--- src/rtl/axi_lite_slave_regs.sv ---
`default_nettype none
// ============================================================================
// Module      : axi_lite_slave_regs
// Description : AXI4-Lite responder over a bank of NUM_REGS 32-bit R/W
//               registers, exported as a flat bus.
// Revision    : 1.0 - initial release
// ============================================================================
module axi_lite_slave_regs #(
    parameter int NUM_REGS = 4
) (
    input  logic                     ACLK,
    input  logic                     ARESET,
    input  logic                     AWVALID,
    output logic                     AWREADY,
    input  logic [31:0]              AWADDR,
    input  logic                     WVALID,
    output logic                     WREADY,
    input  logic [31:0]              WDATA,
    input  logic [3:0]               WSTRB,
    output logic                     BVALID,
    input  logic                     BREADY,
    output logic [1:0]               BRESP,
    input  logic                     ARVALID,
    output logic                     ARREADY,
    input  logic [31:0]              ARADDR,
    output logic                     RVALID,
    input  logic                     RREADY,
    output logic [31:0]              RDATA,
    output logic [1:0]               RRESP,
    output logic [32*NUM_REGS-1:0]   REGS_OUT
);

    localparam logic [29:0] REG_COUNT  = 30'(NUM_REGS);
    localparam logic [1:0]  RESP_OKAY  = 2'b00;
    localparam logic [1:0]  RESP_SLVERR = 2'b10;

    typedef enum logic [0:0] {
        R_IDLE = 1'b0,
        R_DATA = 1'b1
    } rstate_t;

    logic [31:0] regs [NUM_REGS];

    logic        aw_full;
    logic        w_full;
    logic [29:0] aw_idx;
    logic [31:0] w_data;
    logic [3:0]  w_strb;

    logic        aw_hs;
    logic        w_hs;
    logic        commit;
    logic [29:0] wr_idx;
    logic [31:0] wr_data;
    logic [3:0]  wr_strb;
    logic        wr_hit;

    logic        rd_hit;
    logic [31:0] rd_word;

    rstate_t     r_state;
    rstate_t     r_state_nxt;

    // Byte-offset LSBs carry no meaning for word registers.
    logic        unused_addr_lsbs;
    assign unused_addr_lsbs = ^{AWADDR[1:0], ARADDR[1:0]};

    assign AWREADY = !ARESET && !aw_full && !BVALID;
    assign WREADY  = !ARESET && !w_full && !BVALID;
    assign ARREADY = !ARESET && (r_state == R_IDLE);
    assign RVALID  = (r_state == R_DATA);

    // Write side: whichever half arrives live this cycle bypasses its latch.
    always_comb begin
        aw_hs   = AWVALID && AWREADY;
        w_hs    = WVALID && WREADY;
        commit  = (aw_hs || aw_full) && (w_hs || w_full);
        wr_idx  = aw_full ? aw_idx : AWADDR[31:2];
        wr_data = w_full ? w_data : WDATA;
        wr_strb = w_full ? w_strb : WSTRB;
        wr_hit  = (wr_idx < REG_COUNT);
    end

    always_ff @(posedge ACLK) begin
        if (ARESET) begin
            aw_full <= 1'b0;
            w_full  <= 1'b0;
            aw_idx  <= '0;
            w_data  <= '0;
            w_strb  <= '0;
            BVALID  <= 1'b0;
            BRESP   <= RESP_OKAY;
            for (int i = 0; i < NUM_REGS; i++) begin
                regs[i] <= '0;
            end
        end else begin
            if (BVALID && BREADY) begin
                BVALID <= 1'b0;
            end
            if (commit) begin
                aw_full <= 1'b0;
                w_full  <= 1'b0;
                BVALID  <= 1'b1;
                BRESP   <= wr_hit ? RESP_OKAY : RESP_SLVERR;
                for (int i = 0; i < NUM_REGS; i++) begin
                    if (wr_hit && (wr_idx == 30'(i))) begin
                        for (int k = 0; k < 4; k++) begin
                            if (wr_strb[k]) begin
                                regs[i][8*k +: 8] <= wr_data[8*k +: 8];
                            end
                        end
                    end
                end
            end else begin
                if (aw_hs) begin
                    aw_full <= 1'b1;
                    aw_idx  <= AWADDR[31:2];
                end
                if (w_hs) begin
                    w_full <= 1'b1;
                    w_data <= WDATA;
                    w_strb <= WSTRB;
                end
            end
        end
    end

    // Read side reads the registers before any same-edge write lands.
    always_comb begin
        rd_hit  = (ARADDR[31:2] < REG_COUNT);
        rd_word = '0;
        for (int i = 0; i < NUM_REGS; i++) begin
            if (ARADDR[31:2] == 30'(i)) begin
                rd_word = regs[i];
            end
        end
    end

    always_ff @(posedge ACLK) begin
        if (ARESET) begin
            r_state <= R_IDLE;
        end else begin
            r_state <= r_state_nxt;
        end
    end

    always_comb begin
        r_state_nxt = r_state;
        case (r_state)
            R_IDLE:  if (ARVALID) r_state_nxt = R_DATA;
            R_DATA:  if (RREADY)  r_state_nxt = R_IDLE;
            default: r_state_nxt = R_IDLE;
        endcase
    end

    always_ff @(posedge ACLK) begin
        if (ARESET) begin
            RDATA <= '0;
            RRESP <= RESP_OKAY;
        end else if ((r_state == R_IDLE) && ARVALID) begin
            RDATA <= rd_hit ? rd_word : 32'h0;
            RRESP <= rd_hit ? RESP_OKAY : RESP_SLVERR;
        end
    end

    generate
        for (genvar i = 0; i < NUM_REGS; i++) begin : g_regs_out
            assign REGS_OUT[32*i +: 32] = regs[i];
        end
    endgenerate

endmodule
`default_nettype wire
--- config.mk ---
export PLATFORM = sky130hd
export DESIGN_NAME = axi_lite_slave_regs
export DESIGN_NICKNAME = d
export VERILOG_FILES = /design/src/rtl/axi_lite_slave_regs.sv
export SDC_FILE = /design/constraint.sdc
export NUM_CORES = 1
export LEC_CHECK = 0
export BUFFER_PORTS_ARGS = -buffer_cell sky130_fd_sc_hd__buf_2
export CAP_MARGIN = 20
export CORE_MARGIN = 2
export CORE_UTILIZATION = 44
export CTS_CLUSTER_SIZE = 30
export DETAILED_ROUTE_END_ITERATION = 7
export GPL_TIMING_DRIVEN = 0
export PLACE_DENSITY = 0.7
export SYNTH_ARGS = -nofsm -noshare
export SYNTH_HDL_FRONTEND = slang
export SYNTH_SLANG_ARGS = --single-unit
--- constraint.sdc ---
create_clock -name ACLK -period 2.8 [get_ports ACLK]
set_input_delay 0 -clock ACLK [delete_from_list [all_inputs] [get_ports ACLK]]
set_output_delay 0 -clock ACLK [all_outputs]
set_load 0.005 [all_outputs]
==> After elaboration in Yosys (flattened, before gate mapping) <==
Memory sizes are Yosys's and may differ from the RTL's.
Cells that the tools add are included.
{ "totals": {"ff_bits": 106, "ramBits": 128, "input_bits": 107, "output_inout_bits": 169, "n_memories": 1} }
{ "op_classes": {"magnitude_cmp": 2, "n_eq_ne": 6, "muxes": 101, "n_bitwise": 18, "reduce_logical": 26} }
{ "memory_table": {"columns": ["name", "depth", "width", "rd", "rd_ports_with_merged_regs", "wr", "line", "rtl"], "rows": [
  ["regs", 4, 32, 4, 0, 4, "42", "logic [31:0] regs [NUM_REGS];"]
]} }
{ "ops": {"columns": ["operator", "n"], "rows": [
  ["32-bit two-way mux", 6],
  ["8-bit two-way mux", 16],
  ["30-bit by 2-bit equality test with 1-bit output (second input constant)", 4],
  ["1-bit two-way mux", 74],
  ["30-bit by 1-bit equality test with 1-bit output (second input constant)", 2],
  ["30-bit logical NOT", 2],
  ["30-bit by 3-bit < comparator with 1-bit output (second input constant)", 2],
  ["30-bit two-way mux", 1],
  ["1-bit bitwise OR", 16],
  ["1-bit logical AND", 14],
  ["1-bit logical NOT", 4],
  ["2-bit two-way mux", 2],
  ["4-bit two-way mux", 1],
  ["2-bit AND reduction", 2],
  ["1-bit logical OR", 2],
  ["1-bit NOT", 2],
  ["1-bit case mux with 2 select lines", 1],
  ["2-bit nonzero test", 1],
  ["2-bit OR reduction", 1]
]} }

==> Depth between registers and ports, before layout <==
{ "depth": {"depth_word": 10, "mapped_depth": 7, "mapped_depth_nobuf": 4} }

==> Least setup slack after synthesis <==
No wires, ideal clock.
{ "synth_path": {"path_type": "flip-flop to flip-flop", "from": "register aw_idx[3]", "to": "memory regs[0][24], enable pin", "setup_ns": 0.398, "arrival_time_ns": 2.331, "required_ns": 2.402, "setup_slack_ns": 0.071, "path_stages_with_launch": 5, "path_buffers": 0, "path_cell_list": "dfxtp_1 or4_1 nor4_4 o221ai_2 o41ai_1"} }
{ "synth_rtl": {"columns": ["item", "line", "rtl"], "rows": [
  ["start, declared", "46", "logic [29:0] aw_idx;"],
  ["start signal, assigned", "117", "aw_idx <= AWADDR[31:2];"],
  ["end, declared", "42", null]
]} }

==> impl_metrics.tcl <==
set metrics [dict create \
    outcome "completed" \
    post-route-min-period_ns 2.757 \
    ys_dominant_reg_cell "edfxtp_1" \
    post-route-period-util_pct 98.45 \
    num_antenna_cells 0 \
    ys_warn_count 0 \
    drcViolationCount 0 \
    power_leakage_uw 0.005699 \
    layout.nets 1716 \
    avgViaCountPerCell 5.753 \
    cts_root_buf "clkbuf_16" \
    finalHoldViolations 0 \
    cp_cell_sequence "or4b_1 > nor4_4 > o221ai_4 > clkbuf_4 > o41ai_4 > buf_4" \
    tightest_slew_ns 1.126 \
    postLayoutCoreUtil_pct 58.65 \
    synth.avg_cell_area_um2 9.994 \
    rows 60 \
    final-setup-viol-count 0 \
    drt_iter0_drc 1122 \
    routed_wl_um 41250 \
    track_usage_pct 27.17 \
    routabilityCongestion 0.9150 \
    start_util_pct 44.95 \
    die_area_um2 29040 \
    grt_pass1_vias 10920 \
    critPathTopFamily "simple AND/OR/NAND/NOR gates" \
    via_count 11500 \
    multi_input_area_um2 5807 \
    cts_max_level 1 \
    grt_max_degree 14 \
    wl_per_cell_um 20.64 \
    synthAdderAreaFrac_pct 0 \
    path_class "reg2reg" \
    synth_xor_area_share_pct 0 \
    antenna_left 0 \
    synth_top_family_by_area "simple AND/OR/NAND/NOR gates" \
    crit_path_max_incr_delay_ns 0.53 \
    drive_above_1_share_pct 33.31 \
    worst_hold_slack_ns 0.02329 \
    cts_buffers 25 \
    io_buffers 266 \
    cts_buffer_depth 3 \
    clock_sinks 232 \
    grt_pass1_wl_um 60970 \
    cts_tree "done" \
    synth_edf_count 128 \
    synth.area.mux_share_pct 5.957 \
    fin_skew_ns 0.01437 \
    grt-ovfl-total 0 \
    synth-compound-area-share_pct 11.70 \
    fin_ws_ns 0.04340 \
    hp-class "in2reg" \
    power_density_nw_per_um2 521.0 \
    synth.cell_area_um2 12180 \
    final-seq-area_um2 5927 \
    path_max_fanout 10 \
    die_w_um 170.4 \
    clk_latency_ns 0.54 \
    synth_seq_cells 232 \
    path_buf_inv 2 \
    synth.yosys.seq_area_share_pct 48.64 \
    cap_violations 0 \
    crit_path_top_delay_cell "or4b_1" \
    critPathLaunchType "flop" \
    end_kind "flop" \
    drt-pass1-iter-count 6 \
    required_ns 3.04 \
    coreArea_um2 27100 \
    place_worst_setup_slack_ns -0.5424 \
    syn_inst 1219 \
    ys_types 42 \
    dieHeight_um 170.4 \
    area_growth_syn_to_layout_pct 30.47 \
    arrival_ns 3.00 \
    path_clk_slew_ns 0.07 \
    slew_headroom_pct 24.93 \
    synth-async-reset-ratio_pct 0 \
    fillers 2305 \
    p_total_uw 8282 \
    yosys.area_share.simple_pct 28.25 \
    slew_viol_final 0 \
    antenna_found_initial 0 \
    hpwlAfterDp_um 30960 \
    io_pins 276 \
    max-vdd-ir-drop_mv 0.4405 \
    fmax_mhz 362.8 \
]
[synthesized netlist by cell type, drive strengths merged (32+ instances only)]
master | instances | area [um2]
a221oi | 32 | 280.3
edfxtp | 128 | 3844
nand4 | 32 | 200.2
nor4 | 142 | 1679
a21oi | 102 | 510.5
clkbuf | 56 | 210.2
nor2 | 40 | 150.1
dfxtp | 104 | 2082
mux2i | 68 | 680.7
nand2 | 310 | 1164
o21ai | 64 | 320.3
buf | 70 | 435.4
[kinds of logic (layout without fill, tap and decap cells)]
kind of cell           Yosys count  after routing
AND/OR/NAND/NOR                559            559
multiplexers                    72             72
buffers and inverters          130            537
AO/OA/AOI/OAI                  225            225
other                            1              2
flip-flops                     232            232
[power by group]
| part | switching, uW | internal (uW) |
|---|---|---|
| clock | 1380 | 1800 |
| sequential | 80.6 | 3690 |
| combinational | 884 | 448 |
| total | 2340 | 5940 |
[cell usage in the layout (no fill, tap or decap), drive strengths merged, types with 2 or more instances in the layout]
master and n:
a21oi 102, a221oi 32, and3 5, and3b 2, buf 353, clkbuf 89
clkinv 11, conb 2, dfxtp 104, dlygate4sd3 78, edfxtp 128, inv 4
mux2 4, mux2i 68, nand2 310, nand2b 6, nand3b 2, nand4 32
nor2 40, nor2b 2, nor3 3, nor3b 2, nor4 142, o21ai 64
o221ai 2, o22ai 4, o32ai 2, o41ai 16, or4 8, or4b 2
[per-layer routing]
layer	GRT usage, %	up-vias	wire (um)
met5	0	-	0
met2	45.65	635	19570
met1	34.87	5476	16280
li1	-	5279	-
met3	4.442	110	3743
met4	11.19	0	1659
[area by class of cell]
class                           count  share of cell area [%]
Sequential cell                   232                   37.29
Multi-Input combinational cell    858                   36.53
Timing Repair Buffer              362                   14.22
Clock buffer                       32                   4.290
Buffer                            126                   4.077
Tap cell                          372                   2.928
Clock inverter                     13                  0.5746
Inverter                            4                 0.09446
[state kept, by name, summed over array words and instances, names as in the netlist]
name and flops:
w_strb 4, RDATA 32, aw_idx 30, w_full 1, aw_full 1, BRESP 1
w_data 32, BVALID 1, regs 128, RVALID 1, RRESP 1
[through the flow]
stage,area (um2),setup TNS (ns),instances
after CTS,15830,0,1997
after detailed placement,14090,-32.19,1865
after global routing,15900,-1.732,1999
final,15900,0,1999
after floorplan,12190,0,1220
after global placement,13980,-67.87,1858
[path summary, 6_finish.rpt]
kind	endpoint	from	slack [ns]	cells after the start
max	regs[0][10]	aw_full	0.04	6
min	RDATA[31]	ARADDR[24]	0.02	5
max reg2reg	regs[0][10]	aw_full	0.04	6
min reg2reg	aw_idx[28]	aw_idx[28]	0.45	2
[worst reg2reg max path, stage by stage (launching register included)]
cell and delay (ns):
dfxtp_2 0.42, or4b_1 0.53, nor4_4 0.31, o221ai_4 0.27, clkbuf_4 0.34, o41ai_4 0.36, buf_4 0.23
[what timing repair did]
action | 4_1_cts | 5_1_grt
endpoints found under the setup margin | 72 | 95
hold endpoints to repair | 72 | 1
pin swaps | 9 | 0
buffers inserted | 11 | 0
hold buffers | 76 | 2
gates resized for setup | 11 | 8
Power figures use the tool's default switching activity.
